File: config.mk
export PLATFORM = sky130hd
export DESIGN_NAME = lru_set_tracker_flat
export DESIGN_NICKNAME = d
export VERILOG_FILES = /design/src/rtl/lru_set_tracker_if.sv /design/src/rtl/lru_set_tracker.sv /design/src/flat_wrapper.sv
export SDC_FILE = /design/constraint.sdc
export NUM_CORES = 1
export LEC_CHECK = 0
export CORE_ASPECT_RATIO = 0.6
export CORE_MARGIN = 5
export CORE_UTILIZATION = 45
export DETAILED_ROUTE_END_ITERATION = 8
export GPL_TIMING_DRIVEN = 0
export SYNTH_ARGS = -nofsm -noshare
export SYNTH_HDL_FRONTEND = slang
export SYNTH_SLANG_ARGS = --single-unit
export TNS_END_PERCENT = 1
File: constraint.sdc
create_clock -name clk -period 5.6 [get_ports clk]
set_input_delay 0.56 -clock clk [delete_from_list [all_inputs] [get_ports clk]]
set_output_delay 0.56 -clock clk [all_outputs]
set_load 0.02 [all_outputs]
File: src/rtl/lru_set_tracker_if.sv
// Update/query bundle for lru_set_tracker: the requester drives updates and queries, the tracker returns victims.
interface lru_set_tracker_if #(
    parameter int WAYS = 4,
    parameter int SETS = 16
);
    localparam int WAY_W = $clog2(WAYS);
    localparam int SET_W = (SETS > 1) ? $clog2(SETS) : 1;

    logic             upd_valid;
    logic [SET_W-1:0] upd_set;
    logic [WAYS-1:0]  upd_way;
    logic             upd_inv;
    logic             q_valid;
    logic [SET_W-1:0] q_set;
    logic             victim_valid;
    logic [WAYS-1:0]  victim_oh;
    logic [WAY_W-1:0] victim_idx;
    logic             upd_err;

    modport master (
        output upd_valid, upd_set, upd_way, upd_inv, q_valid, q_set,
        input  victim_valid, victim_oh, victim_idx, upd_err
    );

    modport slave (
        input  upd_valid, upd_set, upd_way, upd_inv, q_valid, q_set,
        output victim_valid, victim_oh, victim_idx, upd_err
    );
endinterface

File: src/rtl/lru_set_tracker.sv
// Per-set true-LRU age tracker with victim lookup and same-cycle update bypass.
// Latency: updates commit at the edge; query result registered one cycle later.
// Backpressure: none; updates and queries are accepted every cycle and never stall.
module lru_set_tracker #(
    parameter int WAYS = 4,
    parameter int SETS = 16
) (
    input  logic              clk,
    input  logic              rst,
    lru_set_tracker_if.slave  bus
);
    localparam int WAY_W = $clog2(WAYS);
    localparam int SET_W = (SETS > 1) ? $clog2(SETS) : 1;

    typedef logic [WAY_W-1:0] age_t;
    localparam age_t AGE_LRU = age_t'(WAYS - 1);

    age_t             age_q [SETS][WAYS];

    logic [SET_W-1:0] upd_s;
    logic [SET_W-1:0] q_s;
    logic             way_onehot;
    logic             upd_ok;
    logic             bypass;
    age_t             hit_age;
    age_t             upd_age [WAYS];
    age_t             upd_new [WAYS];
    age_t             q_age   [WAYS];
    logic [WAYS-1:0]  q_oh;
    logic [WAY_W-1:0] q_idx;

    // A single-set configuration still carries a 1-bit set field; pin it to entry 0.
    assign upd_s = (SETS > 1) ? bus.upd_set : '0;
    assign q_s   = (SETS > 1) ? bus.q_set   : '0;

    assign way_onehot = (bus.upd_way != '0) &&
                        ((bus.upd_way & (bus.upd_way - WAYS'(1))) == '0);
    assign upd_ok     = bus.upd_valid && way_onehot;
    assign bypass     = upd_ok && (upd_s == q_s);

    always_comb begin
        hit_age = '0;
        for (int i = 0; i < WAYS; i++) begin
            upd_age[i] = age_q[upd_s][i];
        end
        for (int i = 0; i < WAYS; i++) begin
            if (bus.upd_way[i]) begin
                hit_age = hit_age | upd_age[i];
            end
        end
        for (int i = 0; i < WAYS; i++) begin
            upd_new[i] = upd_age[i];
            if (bus.upd_inv) begin
                if (bus.upd_way[i]) begin
                    upd_new[i] = AGE_LRU;
                end else if (upd_age[i] > hit_age) begin
                    upd_new[i] = upd_age[i] - age_t'(1);
                end
            end else begin
                if (bus.upd_way[i]) begin
                    upd_new[i] = '0;
                end else if (upd_age[i] < hit_age) begin
                    upd_new[i] = upd_age[i] + age_t'(1);
                end
            end
        end
    end

    // Victim is the way holding the oldest age, seen after any same-set update this cycle.
    always_comb begin
        q_idx = '0;
        for (int i = 0; i < WAYS; i++) begin
            q_age[i] = bypass ? upd_new[i] : age_q[q_s][i];
            q_oh[i]  = (q_age[i] == AGE_LRU);
        end
        for (int i = 0; i < WAYS; i++) begin
            if (q_oh[i]) begin
                q_idx = q_idx | WAY_W'(i);
            end
        end
    end

    always_ff @(posedge clk) begin
        if (rst) begin
            for (int s = 0; s < SETS; s++) begin
                for (int w = 0; w < WAYS; w++) begin
                    age_q[s][w] <= age_t'(w);
                end
            end
            bus.victim_valid <= 1'b0;
            bus.victim_oh    <= '0;
            bus.victim_idx   <= '0;
            bus.upd_err      <= 1'b0;
        end else begin
            if (upd_ok) begin
                for (int w = 0; w < WAYS; w++) begin
                    age_q[upd_s][w] <= upd_new[w];
                end
            end
            bus.upd_err      <= bus.upd_valid && !way_onehot;
            bus.victim_valid <= bus.q_valid;
            if (bus.q_valid) begin
                bus.victim_oh  <= q_oh;
                bus.victim_idx <= q_idx;
            end
        end
    end
endmodule

File: src/flat_wrapper.sv
// flat-port wrapper written by rule: the top's interface ports become plain ports
module lru_set_tracker_flat 
#(
    parameter int WAYS = 4,
    parameter int SETS = 16
)
  (clk, rst, bus_upd_valid, bus_upd_set, bus_upd_way, bus_upd_inv, bus_q_valid, bus_q_set, bus_victim_valid, bus_victim_oh, bus_victim_idx, bus_upd_err);
  lru_set_tracker_if #(.WAYS(WAYS), .SETS(SETS)) bus_i ();
  input  logic clk;
  input  logic rst;
  input wire logic [$bits(bus_i.upd_valid)-1:0] bus_upd_valid;
  input wire logic [$bits(bus_i.upd_set)-1:0] bus_upd_set;
  input wire logic [$bits(bus_i.upd_way)-1:0] bus_upd_way;
  input wire logic [$bits(bus_i.upd_inv)-1:0] bus_upd_inv;
  input wire logic [$bits(bus_i.q_valid)-1:0] bus_q_valid;
  input wire logic [$bits(bus_i.q_set)-1:0] bus_q_set;
  output wire logic [$bits(bus_i.victim_valid)-1:0] bus_victim_valid;
  output wire logic [$bits(bus_i.victim_oh)-1:0] bus_victim_oh;
  output wire logic [$bits(bus_i.victim_idx)-1:0] bus_victim_idx;
  output wire logic [$bits(bus_i.upd_err)-1:0] bus_upd_err;
  assign bus_i.upd_valid = bus_upd_valid;
  assign bus_i.upd_set = bus_upd_set;
  assign bus_i.upd_way = bus_upd_way;
  assign bus_i.upd_inv = bus_upd_inv;
  assign bus_i.q_valid = bus_q_valid;
  assign bus_i.q_set = bus_q_set;
  assign bus_victim_valid = bus_i.victim_valid;
  assign bus_victim_oh = bus_i.victim_oh;
  assign bus_victim_idx = bus_i.victim_idx;
  assign bus_upd_err = bus_i.upd_err;
  lru_set_tracker #(.WAYS(WAYS), .SETS(SETS)) u_core (.clk(clk), .rst(rst), .bus(bus_i));
endmodule
## After elaboration in Yosys (flattened, before gate mapping)

Memories as Yosys holds them, arrays and structs flattened.
Cells that the tools add are included.

| storage, ports and cells | value |
|---|---|
| register bits after elaboration | 8 |
| memory bits (writable) | 128 |
| bits of input ports | 17 |
| output and inout bits | 8 |
| memories | 1 |

Memory list:

| memory | depth | bits a word | rd ports | clocked after Yosys merged registers in | write ports | RTL line | text |
|---|---|---|---|---|---|---|---|
| u_core.age_q | 16 | 8 | 2 | 0 | 16 | lru_set_tracker.sv:18 | `age_t age_q [SETS][WAYS];` |

| cells by class | value |
|---|---|
| add/subtract/negate cells | 9 |
| $lt $le $gt $ge | 8 |
| equality and inequality tests | 5 |
| mux-type cells | 39 |
| bitwise gates (word level) | 4 |
| reductions and logical operators | 8 |

Operators with widths:

| cell | number |
|---|---|
| 2-bit two-way mux | 30 |
| 2-bit by 1-bit adder with 2-bit output (second input constant) | 4 |
| 2-bit equality test (second input constant) | 4 |
| 2-bit > comparator | 4 |
| 2-bit < comparator | 4 |
| 8-bit two-way mux | 1 |
| 8-bit OR reduction | 1 |
| 2-bit by 1-bit subtractor with 2-bit output (second input constant) | 4 |
| 1-bit two-way mux | 7 |
| 2-bit bitwise OR | 3 |
| 4-bit bitwise AND | 1 |
| 4-bit equality test | 1 |
| 1-bit logical AND | 4 |
| 4-bit logical NOT | 1 |
| 4-bit two-way mux | 1 |
| 4-bit nonzero test | 1 |
| 4-bit by 1-bit subtractor with 4-bit output (second input constant) | 1 |
| 1-bit logical NOT | 1 |

## Longest topological paths before layout

Gate-level depths: netlist of the first run.
An unclocked memory read counts as a cell.

| depth | value |
|---|---|
| depth after elaboration | 17 |
| mapped depth | 19 |

## Least setup slack after synthesis of the first run

No wires, ideal clock.

| timing | value |
|---|---|
| path kind | input to register |
| start point | in bus_upd_set[1] |
| end point | mem u_core.age_q[8][3] (netlist bit) (data pin) |
| data arrival time | 4.341 ns |
| path slack | 0.981 ns |
| stages | 15 |
| buffers on the path | 3 |
| cell sequence | buf_2 -> clkbuf_1 -> mux4_2 -> mux4_2 -> a22o_1 -> a211oi_1 -> ha_1 -> nor2b_1 -> o21ai_0 -> nor2_1 -> and4_1 -> a311o_1 -> a21oi_2 -> buf_2 -> nand2_1 |

RTL lines:

| item | RTL line | text |
|---|---|---|
| start: declaration | flat_wrapper.sv:12 | `input wire logic [$bits(bus_i.upd_set)-1:0] bus_upd_set;` |
| end: declaration | lru_set_tracker.sv:18 |  |

==> flow_summary.json, run 1 <==
{
  "fin_crit_ps": 5460,
  "yosysUniqueCellTypes": 60,
  "synthCells": 672,
  "grt_overflow": 0,
  "clock_latency_ps": 410,
  "p_seq_share_pct": 43.0,
  "syn2layout_area_growth_pct": 14.5,
  "tightest_slew_ps": 904,
  "drc": 0,
  "crit_family": "buffers and inverters",
  "numPortBuffers": 15,
  "tns_ps": 0,
  "vias_per_cell": 6.34,
  "synth_nets": 697,
  "grt_start_max_net_pins": 17,
  "synth-edff-count": 128,
  "ant_nets": 0,
  "drt_iter0_markers": 843,
  "cts_root_buf": "clkbuf_16",
  "die_width_microns": 177,
  "final-hold-violation-count": 0,
  "hp-class": "flip-flop to flip-flop",
  "nFillCells": 1449,
  "fp.dieArea_sq_mm": 0.0195,
  "drive_gt1_share_pct": 15.3,
  "relSlewSlack_pct": 39.7,
  "crit_chain": "clkdlybuf4s50_1 -> buf_6 -> buf_4 -> mux4_2 -> mux4_2 -> a22o_1 -> a211oi_4 -> ha_1 -> nor2b_1 -> or2_2 -> and2_1 -> nor4_1 -> nor4_1 -> a21oi_2 -> buf_2 -> nor2_1",
  "slew_viol_final": 0,
  "rsz0062_at_grt": "true",
  "final_cell_area_sq_mm": 0.00864,
  "ctsHoldBuffers": 0,
  "p_sw_mw": 0.715,
  "vdd_drop_max_v": 0.000164,
  "async_flop_share_pct": 0,
  "arrival_ps": 5610,
  "required_ps": 5750,
  "pwr-share-clk_pct": 42.2,
  "syn_area_sq_mm": 0.00754,
  "final-setup-viol-count": 0,
  "cp-end-kind": "flip-flop",
  "dp_slack_ps": -1350,
  "gp_congestion": 0.970,
  "p_leak_nw": 2.81,
  "yosys.cell_count.top_type": "edfxtp_1",
  "core_region_area_sq_mm": 0.0164,
  "cts_setup_buffers": 0,
  "maxCapViolCount": 0,
  "crit_buf_inv": 4,
  "p_per_area_mw_per_mm2": 313,
  "sw_frac_of_total_pct": 26.5,
  "layout.nets": 731,
  "vias": 6001,
  "ys_seq_elements": 136,
  "antenna_found_initial": 0,
  "hpwl_mm": 18.5,
  "grt_pass1_wl_mm": 35.4,
  "antenna_cells": 0,
  "fmax_mhz": 183,
  "avgRoutedWirePerCell_microns": 25.1,
  "track_usage_pct": 25.3,
  "setup_ws_ps": 142,
  "cpPeakStageDelay_ps": 620,
  "cts_buffers": 17,
  "io_pins": 25,
  "clkTransAtPathRegs_ps": 60,
  "place_area_sq_mm": 0.00798,
  "post-route-util_pct": 52.8,
  "critPathMaxFanout": 10,
  "drt-pass1-iter-count": 6,
  "cts.sinks": 136,
  "clockBufferDepth": 2,
  "period_share_pct": 97.5,
  "ys_top_cells_by_area": "edfxtp_1, mux4_2, nand2_1",
  "status": "finished, final reports clean",
  "fin_hold_ws_ps": 457,
  "clock_skew_ps": 9.26,
  "internal_power_mw": 1.99,
  "fp.dieH_microns": 110,
  "start_util_pct": 46.1,
  "cp-start-kind": "input port",
  "ys.flop_type": "edfxtp_1",
  "path_class": "input port to flip-flop",
  "cpMaxStageDelayCell": "clkdlybuf4s50_1",
  "synth_top_cell_by_area": "edfxtp_1",
  "wl_mm": 23.8,
  "ys_top_cells_by_count": "edfxtp_1, nand2_1, nor2_1, nand3_1, o21ai_0",
  "pwr-share-comb_pct": 14.8,
  "yosysWarnings": 0,
  "cts_tree": "built",
  "rows": 36,
  "syn-mean-instance-area_sq_um": 11.2,
  "grt_pass1_vias": 5736,
  "yosys.area.top_type_share_pct": 51.0,
  "htree_levels": 4,
  "ys_seq_area_share_pct": 53.1
}
## worst reg2reg max path, delay by kind of cell, from the launching register on
family / cells / cell delay [ps]
AO/OA/AOI/OAI: 6 / 1790
multiplexers: 2 / 1080
AND/OR/NAND/NOR: 4 / 710
flip-flops: 1 / 440
adder cells (fa/ha/maj): 1 / 330
buffers and inverters: 1 / 170
## power groups by stage
stage          clock network [mW]  registers (mW)  logic (mW)
5_1_grt                      1.19            1.16       0.430
4_1_cts                      1.14            1.16       0.389
6_report                     1.14            1.16       0.399
2_1_floorplan                   0            1.18       0.260
3_3_place_gp                    0            1.18       0.371
3_5_place_dp                    0            1.18       0.381
## through the flow
step | cells | power (mW)
floorplan | 672 | 1.44
global placement | 915 | 1.55
detailed placement | 915 | 1.56
CTS | 947 | 2.69
global route | 947 | 2.78
finish | 947 | 2.70
## sequential cells by signal, indices dropped and copies added (netlist names)
signal	count
u_core.bus.victim_valid	1
u_core.bus.victim_idx	2
u_core.bus.victim_oh	4
u_core.age_q	128
u_core.bus.upd_err	1
## cell type report
type	instances	area [sq um]	share of cell area [%]
Multi-Input combinational cell	479	3310	38.3
Timing Repair Buffer	15	150	1.74
Buffer	45	240	2.78
Sequential cell	136	4000	46.3
Tap cell	228	285	3.30
Clock inverter	9	85.1	0.985
Clock buffer	23	522	6.04
Inverter	12	45.0	0.521
## path summary, 6_finish.rpt
| kind | startpoint | end | slack, ps | cells after the start |
|---|---|---|---|---|
| worst max-delay path | bus_upd_set[0] | u_core.age_q[7][2] | 140 | 16 |
| worst min-delay path | u_core.bus.victim_oh[1] | u_core.bus.victim_oh[1] | 460 | 1 |
| worst max register to register | u_core.age_q[3][0] | u_core.bus.victim_idx[0] | 1050 | 14 |
| worst min register to register | u_core.bus.victim_oh[1] | u_core.bus.victim_oh[1] | 460 | 1 |
## timing repair
item / CTS / global route
gates resized for setup: 9 / 5
setup endpoints to repair: 134 / 44
cloned: 0 / 0
endpoints found under the hold margin: 0 / 0
## layer usage
metal | global-route usage (%) | share of wire (%) | up-vias
li1 | - | - | 2566
met1 | 40.1 | 47 | 2968
met2 | 34.1 | 39 | 433
met3 | 6.37 | 12 | 34
met4 | 6.62 | 1.8 | 0
met5 | 0 | 0 | -
## cell families (layout without fill, tap and decap cells)
group	after synthesis	after routing	share of synthesized area, %
AOI/OAI and AO/OA	103	103	9.65
xor gates and xnor gates	12	12	1.39
adders and majority gates	8	8	1.33
buffers and inverters	57	104	3.62
DFF	136	136	53.1
muxes	44	44	12.6
and+or+nand+nor	312	312	18.3
## placed cells by master, fill, tap and decap left out, types with 12 or more instances in the layout
cell,instances
mux4_2,33
clkbuf_16,20
edfxtp_1,128
nor2_1,95
o211ai_1,15
clkbuf_1,24
o21ai_0,34
inv_1,12
or2_2,14
nand3_1,36
clkdlybuf4s50_1,15
nand2_1,120
(Power assumes the default switching activity.)
==> inputs of run 2 (changes only) <==
--- a/config.mk
+++ b/config.mk
@@ -10,6 +10,7 @@
 export CORE_UTILIZATION = 45
 export DETAILED_ROUTE_END_ITERATION = 8
 export GPL_TIMING_DRIVEN = 0
+export HOLD_SLACK_MARGIN = 0.06
 export SYNTH_ARGS = -nofsm -noshare
 export SYNTH_HDL_FRONTEND = slang
 export SYNTH_SLANG_ARGS = --single-unit
==> results of run 2 <==
Same layout as run 1: the final DEF is identical, and so are final timing and power.
==> inputs of run 3 (changes only) <==
--- a/config.mk
+++ b/config.mk
@@ -9,8 +9,10 @@
 export CORE_MARGIN = 5
 export CORE_UTILIZATION = 45
 export DETAILED_ROUTE_END_ITERATION = 8
+export GPL_ROUTABILITY_DRIVEN = 0
 export GPL_TIMING_DRIVEN = 0
 export HOLD_SLACK_MARGIN = 0.06
+export PLACE_DENSITY = 0.7
 export SYNTH_ARGS = -nofsm -noshare
 export SYNTH_HDL_FRONTEND = slang
 export SYNTH_SLANG_ARGS = --single-unit
==> run 3 against run 2 <==
  * Fmax decreased by 0.22%
  * Total power down 0.29%
  * Critical path depth did not move
  * Sequential cell count unchanged
  * Combinational power is essentially flat
  * Die area did not move
  * Non-clock buffer count is the same
  * Critical path type unchanged
==> flow_summary.json, run 3 (same netlist as run 1, synthesis figures left out) <==
{
  "p_leak_nw": 2.82,
  "largest_reg_flops": 128,
  "p_sw_mw": 0.729,
  "fp.dieArea_sq_mm": 0.0195,
  "crit_chain": "clkdlybuf4s50_1 -> buf_6 -> buf_4 -> mux4_2 -> mux4_2 -> a22o_1 -> a211oi_4 -> ha_1 -> nor2b_1 -> o21ai_1 -> nor2_1 -> and4_1 -> a311o_1 -> a21oi_4 -> buf_2 -> nand2_1",
  "crit_buf_inv": 4,
  "cts_buffers": 17,
  "final-setup-viol-count": 0,
  "vdd_drop_max_v": 0.000154,
  "numPortBuffers": 15,
  "grt_overflow": 0,
  "clkTransAtPathRegs_ps": 60,
  "fmax_mhz": 183,
  "drt_iter0_markers": 1054,
  "maxCapViolCount": 0,
  "required_ps": 5720,
  "cts_tree": "built",
  "cts_root_buf": "clkbuf_16",
  "cpPeakStageDelay_ps": 630,
  "ant_nets": 0,
  "avgRoutedWirePerCell_microns": 25.1,
  "grt_start_max_net_pins": 17,
  "start_util_pct": 46.1,
  "clock_skew_ps": 10.4,
  "track_usage_pct": 25.0,
  "p_seq_share_pct": 43.2,
  "cts.sinks": 136,
  "syn2layout_area_growth_pct": 14.1,
  "crit_top_cell": "mux4_2",
  "ff_latch_area_sq_mm": 0.00400,
  "die_width_microns": 177,
  "rsz0062_at_grt": "true",
  "clockBufferDepth": 2,
  "slew_viol_final": 0,
  "nFillCells": 1361,
  "critPathMaxFanout": 10,
  "reg2reg_slack_ps": 960,
  "drt-pass1-iter-count": 5,
  "core_region_area_sq_mm": 0.0164,
  "hpwl_mm": 18.2,
  "p_per_area_mw_per_mm2": 313,
  "grt_pass1_wl_mm": 35.3,
  "antenna_cells": 0,
  "fin_crit_ps": 5470,
  "final_common_cell": "edfxtp_1",
  "io_pins": 25,
  "clock_latency_ps": 430,
  "post-route-util_pct": 52.7,
  "cp-start-kind": "input port",
  "sw_frac_of_total_pct": 27.1,
  "crit_family": "compound AO/OA/AOI/OAI gates",
  "layout_common_cells": "edfxtp_1, nand2_1, nor2_1",
  "layout.nets": 731,
  "vias_per_cell": 6.38,
  "rows": 36,
  "status": "finished, final reports clean",
  "hp-class": "flip-flop to flip-flop",
  "fp.dieH_microns": 110,
  "wl_mm": 23.8,
  "drc": 0,
  "tightest_slew_ps": 1010,
  "arrival_ps": 5590,
  "pwr-share-clk_pct": 41.9,
  "pwr-share-comb_pct": 14.8,
  "cts_setup_buffers": 0,
  "vias": 6039,
  "grt_pass1_vias": 5922,
  "htree_levels": 4,
  "largest_register": "u_core.age_q",
  "drive_gt1_share_pct": 15.2,
  "internal_power_mw": 1.96,
  "relSlewSlack_pct": 32.4,
  "multiInputGateArea_sq_mm": 0.00329,
  "reg.largest.list": "u_core.age_q: 128 flops, u_core.bus.victim_oh: 4 flops, u_core.bus.victim_idx: 2 flops",
  "power_mw": 2.69,
  "cp-end-kind": "flip-flop",
  "cpMaxStageDelayCell": "mux4_2",
  "final-hold-violation-count": 0,
  "path_class": "input port to flip-flop",
  "antenna_found_initial": 0,
  "period_share_pct": 97.7
}
## run 3: final cells by class
class / instances / area share, %
buffer: 45 / 2.76
clock buffer: 24 / 6.34
clock inverter: 8 / 0.596
inverter: 12 / 0.523
multi-input combinational: 479 / 38.2
sequential: 136 / 46.5
tap: 228 / 3.31
timing repair buffer: 15 / 1.74
## run 3: routing by layer
layer | track usage (%) | vias to the layer above | part of all wire, %
met5 | 0 | - | 0
met4 | 6.73 | 0 | 1.8
met3 | 10.3 | 50 | 19
met2 | 33.4 | 481 | 39
met1 | 37.4 | 2957 | 41
li1 | - | 2551 | -
## run 3: stage by stage
stage | worst slack, ps | TNS [ps] | cell area [sq um] | instances | hold WS (ps)
6_report | 130 | 0 | 8610 | 947 | 472
2_1_floorplan | 981 | 0 | 7540 | 672 | 546
3_3_place_gp | -1090 | -90130 | 7980 | 915 | 440
5_1_grt | -17.7 | -38.0 | 8610 | 947 | 506
3_5_place_dp | -1270 | -112550 | 7980 | 915 | 464
4_1_cts | 46.5 | 0 | 8600 | 947 | 478
## run 3: power groups by stage
| stage | registers [mW] | clock network (mW) | logic [mW] |
|---|---|---|---|
| 3_5_place_dp | 1.18 | 0 | 0.381 |
| 6_report | 1.16 | 1.13 | 0.399 |
| 4_1_cts | 1.16 | 1.12 | 0.387 |
| 5_1_grt | 1.16 | 1.18 | 0.426 |
| 3_3_place_gp | 1.18 | 0 | 0.363 |
| 2_1_floorplan | 1.18 | 0 | 0.260 |
## run 3: final timing paths
path                                              start                        to  cells after the start
worst max-delay path                     bus_upd_set[0]        u_core.age_q[8][3]                     16
worst max register to register       u_core.age_q[3][2]  u_core.bus.victim_idx[0]                     15
worst min-delay path            u_core.bus.victim_oh[2]   u_core.bus.victim_oh[2]                      2
worst min register to register  u_core.bus.victim_oh[2]   u_core.bus.victim_oh[2]                      2
## run 3: worst reg2reg max path, delay by kind of cell (launching register included)
| family | cells | cell delay, ps |
|---|---|---|
| AOI/OAI and AO/OA | 7 | 2360 |
| and+or+nand+nor | 5 | 780 |
| muxes | 1 | 500 |
| DFF | 1 | 460 |
| adders and majority gates | 1 | 320 |
| buffers and inverters | 1 | 180 |
## run 3: what timing repair did
action,CTS,global route
hold endpoints to repair,0,0
hold buffers,0,0
resized for setup,8,2
endpoints found under the setup margin,134,12
